`config.mk`:
```
export PLATFORM = sky130hd
export DESIGN_NAME = reset_sequencer
export DESIGN_NICKNAME = d
export VERILOG_FILES = /design/src/rtl/reset_sequencer.sv
export SDC_FILE = /design/constraint.sdc
export NUM_CORES = 1
export LEC_CHECK = 0
export ABC_AREA = 1
export BUFFER_PORTS_ARGS = -buffer_cell sky130_fd_sc_hd__buf_2
export CORE_MARGIN = 5
export CORE_UTILIZATION = 45
export DETAILED_ROUTE_END_ITERATION = 8
export SKIP_LAST_GASP = 1
export SLEW_MARGIN = 10
export SYNTH_ARGS = -nofsm -noshare
export SYNTH_HDL_FRONTEND = slang
export SYNTH_SLANG_ARGS = --single-unit
```
`constraint.sdc`:
```
create_clock -name clk -period 1.6 [get_ports clk]
set_clock_uncertainty 0.1 [all_clocks]
set_input_delay 0.08 -clock clk [delete_from_list [all_inputs] [get_ports clk]]
set_output_delay 0.08 -clock clk [all_outputs]
set_load 0.02 [all_outputs]
```
`src/rtl/reset_sequencer.sv`:
```
// reset_sequencer
//
// Takes the raw active-low board reset, synchronizes its deassertion to clk
// and then releases a bank of active-high domain resets one stage at a time,
// GAP cycles apart, so downstream blocks leave reset in a fixed order.
// A software soft reset (level request, acknowledged while in progress)
// re-asserts every stage, holds them for at least SW_HOLD cycles and then
// re-runs the staged release.
//
// Parameters
//   STAGES   number of downstream reset stages (1..8)
//   SYNC     synchronizer depth in flops (2..4)
//   GAP      cycles between consecutive stage releases (1..255)
//   SW_HOLD  minimum cycles all stages stay asserted on a soft reset (1..255)
//
// Ports
//   clk      in   single clock, rising edge
//   reset    in   asynchronous active-low reset
//   sw_req   in   soft-reset request level, synchronous to clk
//   sw_ack   out  high while a soft reset is in progress
//   rst_out  out  STAGES active-high stage resets, bit 0 released first
//   ready    out  high once every stage is released
//
// State | meaning
// ------+---------------------------------------------------------------
// SYNC  | reset deasserted, waiting for the synchronizer chain to fill
// SEQ   | releasing stages, one every GAP cycles, lowest index first
// RUN   | all stages released; the only state that accepts sw_req
// SOFT  | soft reset: all stages asserted, hold for SW_HOLD and req low

module reset_sequencer #(
  parameter int STAGES  = 3,
  parameter int SYNC    = 2,
  parameter int GAP     = 4,
  parameter int SW_HOLD = 8
) (
  input  logic              clk,
  input  logic              reset,
  input  logic              sw_req,
  output logic              sw_ack,
  output logic [STAGES-1:0] rst_out,
  output logic              ready
);

  localparam int IDX_W = (STAGES > 1) ? $clog2(STAGES) : 1;

  localparam logic [7:0]       GAP_LAST  = 8'(GAP - 1);
  localparam logic [7:0]       HOLD_LAST = 8'(SW_HOLD - 1);
  localparam logic [IDX_W-1:0] IDX_LAST  = IDX_W'(STAGES - 1);

  typedef enum logic [1:0] {
    ST_SYNC = 2'd0,
    ST_SEQ  = 2'd1,
    ST_RUN  = 2'd2,
    ST_SOFT = 2'd3
  } state_t;

  state_t            state;
  logic [SYNC-1:0]   sync_q;
  logic [SYNC-1:0]   sync_d;
  logic [7:0]        gap_cnt;
  logic [7:0]        hold_cnt;
  logic [IDX_W-1:0]  idx;
  logic [STAGES-1:0] stage_mask;
  logic              sync_last_unused;

  // The FSM leaves SYNC on the same edge the last synchronizer flop fills,
  // so it looks at the chain's next value; the last flop's registered
  // output therefore has no consumer.
  assign sync_d           = {sync_q[SYNC-2:0], 1'b1};
  assign sync_last_unused = sync_q[SYNC-1];

  // One-hot select of the stage being released this step.
  assign stage_mask = STAGES'(1) << idx;

  always_ff @(posedge clk or negedge reset) begin
    if (!reset) begin
      state    <= ST_SYNC;
      sync_q   <= '0;
      gap_cnt  <= '0;
      hold_cnt <= '0;
      idx      <= '0;
      rst_out  <= '1;
      ready    <= 1'b0;
      sw_ack   <= 1'b0;
    end else begin
      sync_q <= sync_d;

      unique case (state)
        ST_SYNC: begin
          if (sync_d[SYNC-1]) begin
            state   <= ST_SEQ;
            gap_cnt <= '0;
            idx     <= '0;
          end
        end

        ST_SEQ: begin
          if (gap_cnt == GAP_LAST) begin
            gap_cnt <= '0;
            rst_out <= rst_out & ~stage_mask;
            if (idx == IDX_LAST) begin
              idx   <= '0;
              ready <= 1'b1;
              state <= ST_RUN;
            end else begin
              idx <= idx + 1'b1;
            end
          end else begin
            gap_cnt <= gap_cnt + 8'd1;
          end
        end

        ST_RUN: begin
          if (sw_req) begin
            state    <= ST_SOFT;
            rst_out  <= '1;
            ready    <= 1'b0;
            sw_ack   <= 1'b1;
            hold_cnt <= '0;
          end
        end

        ST_SOFT: begin
          // Hold count saturates, so a request held past SW_HOLD exits on
          // the first edge that samples it low.
          if (hold_cnt == HOLD_LAST && !sw_req) begin
            state   <= ST_SEQ;
            sw_ack  <= 1'b0;
            gap_cnt <= '0;
            idx     <= '0;
          end else if (hold_cnt != HOLD_LAST) begin
            hold_cnt <= hold_cnt + 8'd1;
          end
        end

        default: state <= ST_SYNC;
      endcase
    end
  end

endmodule

```
# == Word level (Yosys, flattened, before mapping) ==
# Cells that the tools add are included.
# totals
n_memories,0
ram_bits,0
input_bits,3
output_inout_bits,5
latchBits,0
ff_bits,26
wordCells,70
rom_bits,0
# op_classes
shift,1
magnitude_cmp,0
eq_ne,14
muxes,29
n_reduce_logical,13
div,0
bitwise_logic,2
add_sub_neg,3
mul,0
# ops
operator,n
$mux 8,6
$pmux 8 s3,1
$mux 2,9
$add 8x1->8 const B,2
$pmux 8 s2,1
$ne 2x2->1 const B,7
$reduce_and 4->1,3
$reduce_and 3->1,3
$eq 8x2->1 const B,1
$eq 8x3->1 const B,1
$ne 8x3->1 const B,1
$pmux 2 s4,1
$eq 2x2->1 const B,3
$mux 3,2
$pmux 2 s3,1
$pmux 3 s2,1
$mux 1,5
$reduce_and 5->1,1
$pmux 1 s2,2
$reduce_bool 2->1,2
$and 3x3->3,1
$not 3->3,1
$reduce_bool 3->1,1
$shl 1x2->3 const A,1
other kinds (5),5

# == Longest topological paths before layout ==
# depth
word_depth,5
depth_mapped,9

# == Worst setup path before layout ==
# OpenSTA, ideal clock, no wires.
# synth_path
path_kind,register to register
start,register state[0]
end,register hold_cnt[2]
t_arrival_ns,1.368
stages_incl_launch_ff,10
required_ns,1.374
setup_slack_ns,0.006
cell_sequence,dfrtp_1 -> inv_1 -> ha_1 -> inv_2 -> nor2_2 -> a21oi_1 -> nand2_1 -> buf_2 -> nand2_1 -> o21ai_0
# synth_via
elab_chain_cells,3
# synth_lines
item,line_no,text
"start, declared",58,state_t state;
"start signal, assigned",78,state <= ST_SYNC;
"start signal, assigned",92,state <= ST_SEQ;
"start signal, assigned",105,state <= ST_RUN;
$eq 2x2->1,89,unique case (state)
$ne 2x2->1 (no source line) or $reduce_bool 2->1 (tied branches),n/a,
$reduce_and 4->1 (no source line),n/a,
"end signal, assigned",133,hold_cnt <= hold_cnt + 8'd1;
"end, declared",62,logic [7:0] hold_cnt;
# Several ways; a longest one is shown, not always the timed one.
# A chain may end at the register's enable or synchronous reset.

# == Worst setup path after layout ==
# layout_path
start,register state[0]
end,register idx[0]
# layout_via
elab_chain_cells,3
# layout_lines
item,line_no,text
$eq 2x2->1 (tied with other cells),89,
$ne 2x2->1 (no source line) or $reduce_bool 3->1 (tied branches),n/a,
$reduce_and 4->1 (no source line),n/a,
"end signal, assigned",107,idx <= idx + 1'b1;
"end, declared",63,logic [IDX_W-1:0] idx;
# Several ways; a longest one is shown, not always the timed one.

==> results list <==
* Post-synthesis register bit count: 26
- The final route contains 1446 vias.
- STA puts the critical path data arrival time at 1.67 ns.
- Cell area after layout: 2027 µm²
- The clock period could shrink to 1.529 ns.
- Maximum level of the CTS H-tree: 1
- The first detailed-routing pass took 4 iterations.
* Routed Antenna Nets: 0
- Across all register-to-register paths, the minimum setup slack is 0.07 ns.
- In this run the most used layer during global routing was met2.
* Per-cell via count in the routed design: 4.935
* Share of the clock period used by the worst path: 95.54%
- At the pin with the least slew margin, the transition time is 0.5993 ns.
- Synthesized instance count: 212
* Fraction of met1 tracks used by global routing: 20.18%
- Post-Syn Nets: 223
* Cell area reported after detailed placement: 1799 µm²
* Result of the run: completed
- For this block, the routed nets add up to 3425 µm of wire.
- Placeable core region: 3390 µm²
- Hold is met by 0.1475 ns.
* DPL Wire Length: 2489 µm
- Top flip-flop cell by instance count after synthesis: sky130_fd_sc_hd__dfrtp_1
- Summed over all layers, the global routing overflow is 0.
* CP startpoint kind: register
* Nature of the critical path endpoint: register
- The number of hold violations in the final report was 0.
* Worst vdd ir: 0.001227 V
* Largest family of logic cells by synthesized area: simple AND/OR/NAND/NOR gates
- In this run the count of I/O pins placed on the die edge is 8.
- Number of max-slew violations in the final report: 0
- Synthesized cell area: 1589 µm²
* Deepest clock path buffer count: 2
- Post-place setup slack: -0.05887 ns
* Share of synthesized area spent on multiplexers: 0%
- Worst Setup Slack, final: 0.07143 ns
- Share of the synthesized area in the top cell type: 36.22%
- Final sum of negative setup slack: 0 ns
- Total CTS buffers: 3
- Standard-cell row count: 21
- Complex-gate fraction of the synthesized area: 11.73%
- # port buffers: 7
- Setup violations remaining at the end of the flow were counted as 0.
- Proportion of synthesized flip-flops having asynchronous set or reset: 100.0%
- Layout cell share with drive strength beyond 1: 29.96%
- In the global route stage, overall resource usage came out at 15.39%.
- The congestion estimate from routability-driven global placement came to 0.8115.
- Mean post-synth cell area: 7.495 µm²
* Req. time, crit path: 1.74 ns
- The repair_antennas step left the layout with diodes totalling 0.
* Clock root buffer: sky130_fd_sc_hd__clkbuf_4
- For this run, the share of the core covered by cells in the final layout is 59.80%.
* RSZ-0062 raised after global routing: true
* Met2 track demand over resource: 26.06%
* Width of the die: 69.43 µm
- Entering global routing, the biggest net connects 27 pins.
* Cell accounting for the most synthesized area: sky130_fd_sc_hd__dfrtp_1
- Number of flops mapped to enable cells by yosys: 0
* Area growth from synthesis to layout: 27.56%
- The initial antenna violation count was 0.
* Post-synthesis xor/xnor area fraction: 2.756%
- Leakage power: 0.9588 nW
- After Yosys synthesis, and, or, nand and nor cells account for 29.61% of the synthesized area.
* Number of global-route vias before repair: 1455
* Number of nets in the layout: 259
- The worst setup path is of the register to register kind.
- Summing the sequential cell areas from Yosys gives 41.18% of the chip area.
* Distinct cell type count after synthesis: 24
- Clk Latency, worst-skew pair: 0.33 ns
- Die area: 4820 µm²
- Max-cap violations in this run came to 0.
* Slew HR: 60.04%
* Clock transition at the registers of the reported paths: 0.16 ns
* Crit Path Max Fanout: 4
* Warnings from Yosys: 0
* Post-route DRC violation count: 0
- Adder-cell area share of the yosys netlist: 6.299%
- First-pass GRT wire length: 6251 µm
- Routed length per placed instance: 11.69 µm
- CTS tree: built
- In this run the vertical extent of the chip is 69.43 µm.
- Power per cell area: 1651 nW/µm²
- Maximum operating frequency: 654.2 MHz
- Initial core utilization: 46.88%
* Met3 demand-to-capacity share in global routing: 2.319%
* Clock tree sinks: 26
* Class of the most critical hold timing path: input pin to register
- Count of fill cells added during filler insertion: 296
- DRC violation total after the first TritonRoute iteration: 47
- Ranked by total cell area, the synthesized netlist is headed by sky130_fd_sc_hd__dfrtp_1 (36%), sky130_fd_sc_hd__nand2_1 (14%), sky130_fd_sc_hd__ha_1 (6.3%).
[layer usage]
layer / part of all wire, % / wire, µm / vias up
li1: - / - / 748
met1: 49 / 1681 / 679
met2: 48 / 1638 / 15
met3: 2.2 / 77 / 4
met4: 0.82 / 28 / 0
met5: 0 / 0 / -
[state kept, by name, summed over array words and instances, names as in the netlist]
register  cells
gap_cnt       8
hold_cnt      8
rst_out       3
idx           2
state         2
ready         1
sw_ack        1
sync_q        1
[worst max-delay path, stage by stage (launching register included)]
cell	delay (ns)
sky130_fd_sc_hd__dfrtp_1	0.44
sky130_fd_sc_hd__buf_4	0.16
sky130_fd_sc_hd__ha_4	0.17
sky130_fd_sc_hd__buf_4	0.15
sky130_fd_sc_hd__o21ai_1	0.14
sky130_fd_sc_hd__nand3_2	0.14
sky130_fd_sc_hd__nand2_1	0.07
sky130_fd_sc_hd__o21ai_0	0.07
[through the flow]
| step | cells | total power (W) |
|---|---|---|
| floorplan | 212 | 0.001967 |
| global placement | 281 | 0.002430 |
| detailed placement | 281 | 0.002472 |
| CTS | 290 | 0.003141 |
| global route | 293 | 0.003643 |
| finish | 293 | 0.003347 |
[layout by cell type (no fill, tap or decap), drive strengths merged]
master and n:
nor2 23, dlygate4sd3 1, a21oi 3, xor2 3, bufinv 1, buf 32
nor3 2, xnor2 2, inv 26, conb 1, nand4 4, o211ai 3
dfrtp 23, o21ai 23, clkbuf 3, nand3 19, dfstp 3, or2 1
nand2 64, ha 8, o21bai 2
[kinds of logic after synthesis]
kind of cell             count (synthesis)
AO/OA/AOI/OAI                           31
XOR/XNOR                                 5
adder cells (fa/ha/maj)                  8
buffers and inverters                   30
flip-flops                              26
other                                    1
AND/OR/NAND/NOR                        111
[layout make-up]
cell class,instances,area [µm²],share of cell area (%)
inverters,26,102.6,5.062
well taps,46,57.56,2.840
clock inverters,1,30.03,1.481
multi-input cells,158,920.9,45.43
flip-flops and latches,26,655.6,32.35
clock buffers,3,22.52,1.111
repair buffers,33,237.7,11.73
[power by group]
group | internal (W) | total (W) | switching (W)
logic | 0.000809 | 0.00194 | 0.00113
registers | 0.000824 | 0.000944 | 0.000120
clock network | 0.000253 | 0.000461 | 0.000207
[timing repair]
action / CTS / global route
buffers inserted: 2 / 2
hold buffers: 1 / 0
pin swaps: 5 / 8
cloned: 2 / 1
setup endpoints to repair: 23 / 25
gates resized for setup: 15 / 23
hold endpoints to repair: 23 / 0
[cells in the mapped netlist, types with 3 or more instances]
master	n
sky130_fd_sc_hd__a21oi_1	3
sky130_fd_sc_hd__dfrtp_1	23
sky130_fd_sc_hd__dfstp_2	3
sky130_fd_sc_hd__ha_1	8
sky130_fd_sc_hd__inv_1	25
sky130_fd_sc_hd__nand2_1	61
sky130_fd_sc_hd__nand3_1	19
sky130_fd_sc_hd__nand4_1	4
sky130_fd_sc_hd__nor2_1	20
sky130_fd_sc_hd__o211ai_1	3
sky130_fd_sc_hd__o21ai_0	18
sky130_fd_sc_hd__o21ai_2	5
sky130_fd_sc_hd__xor2_1	3
[final timing paths]
kind / start / end / depth (start not counted)
setup / recovery: state[0] / idx[0] / 7
hold / removal: sw_req / idx[1] / 6
setup reg to reg: state[0] / idx[0] / 7
hold reg to reg: rst_out[2] / rst_out[2] / 2
max in group asynchronous: reset / state[1] / 2
min in group asynchronous: reset / gap_cnt[4] / 2
Power figures use the tool's default switching activity.
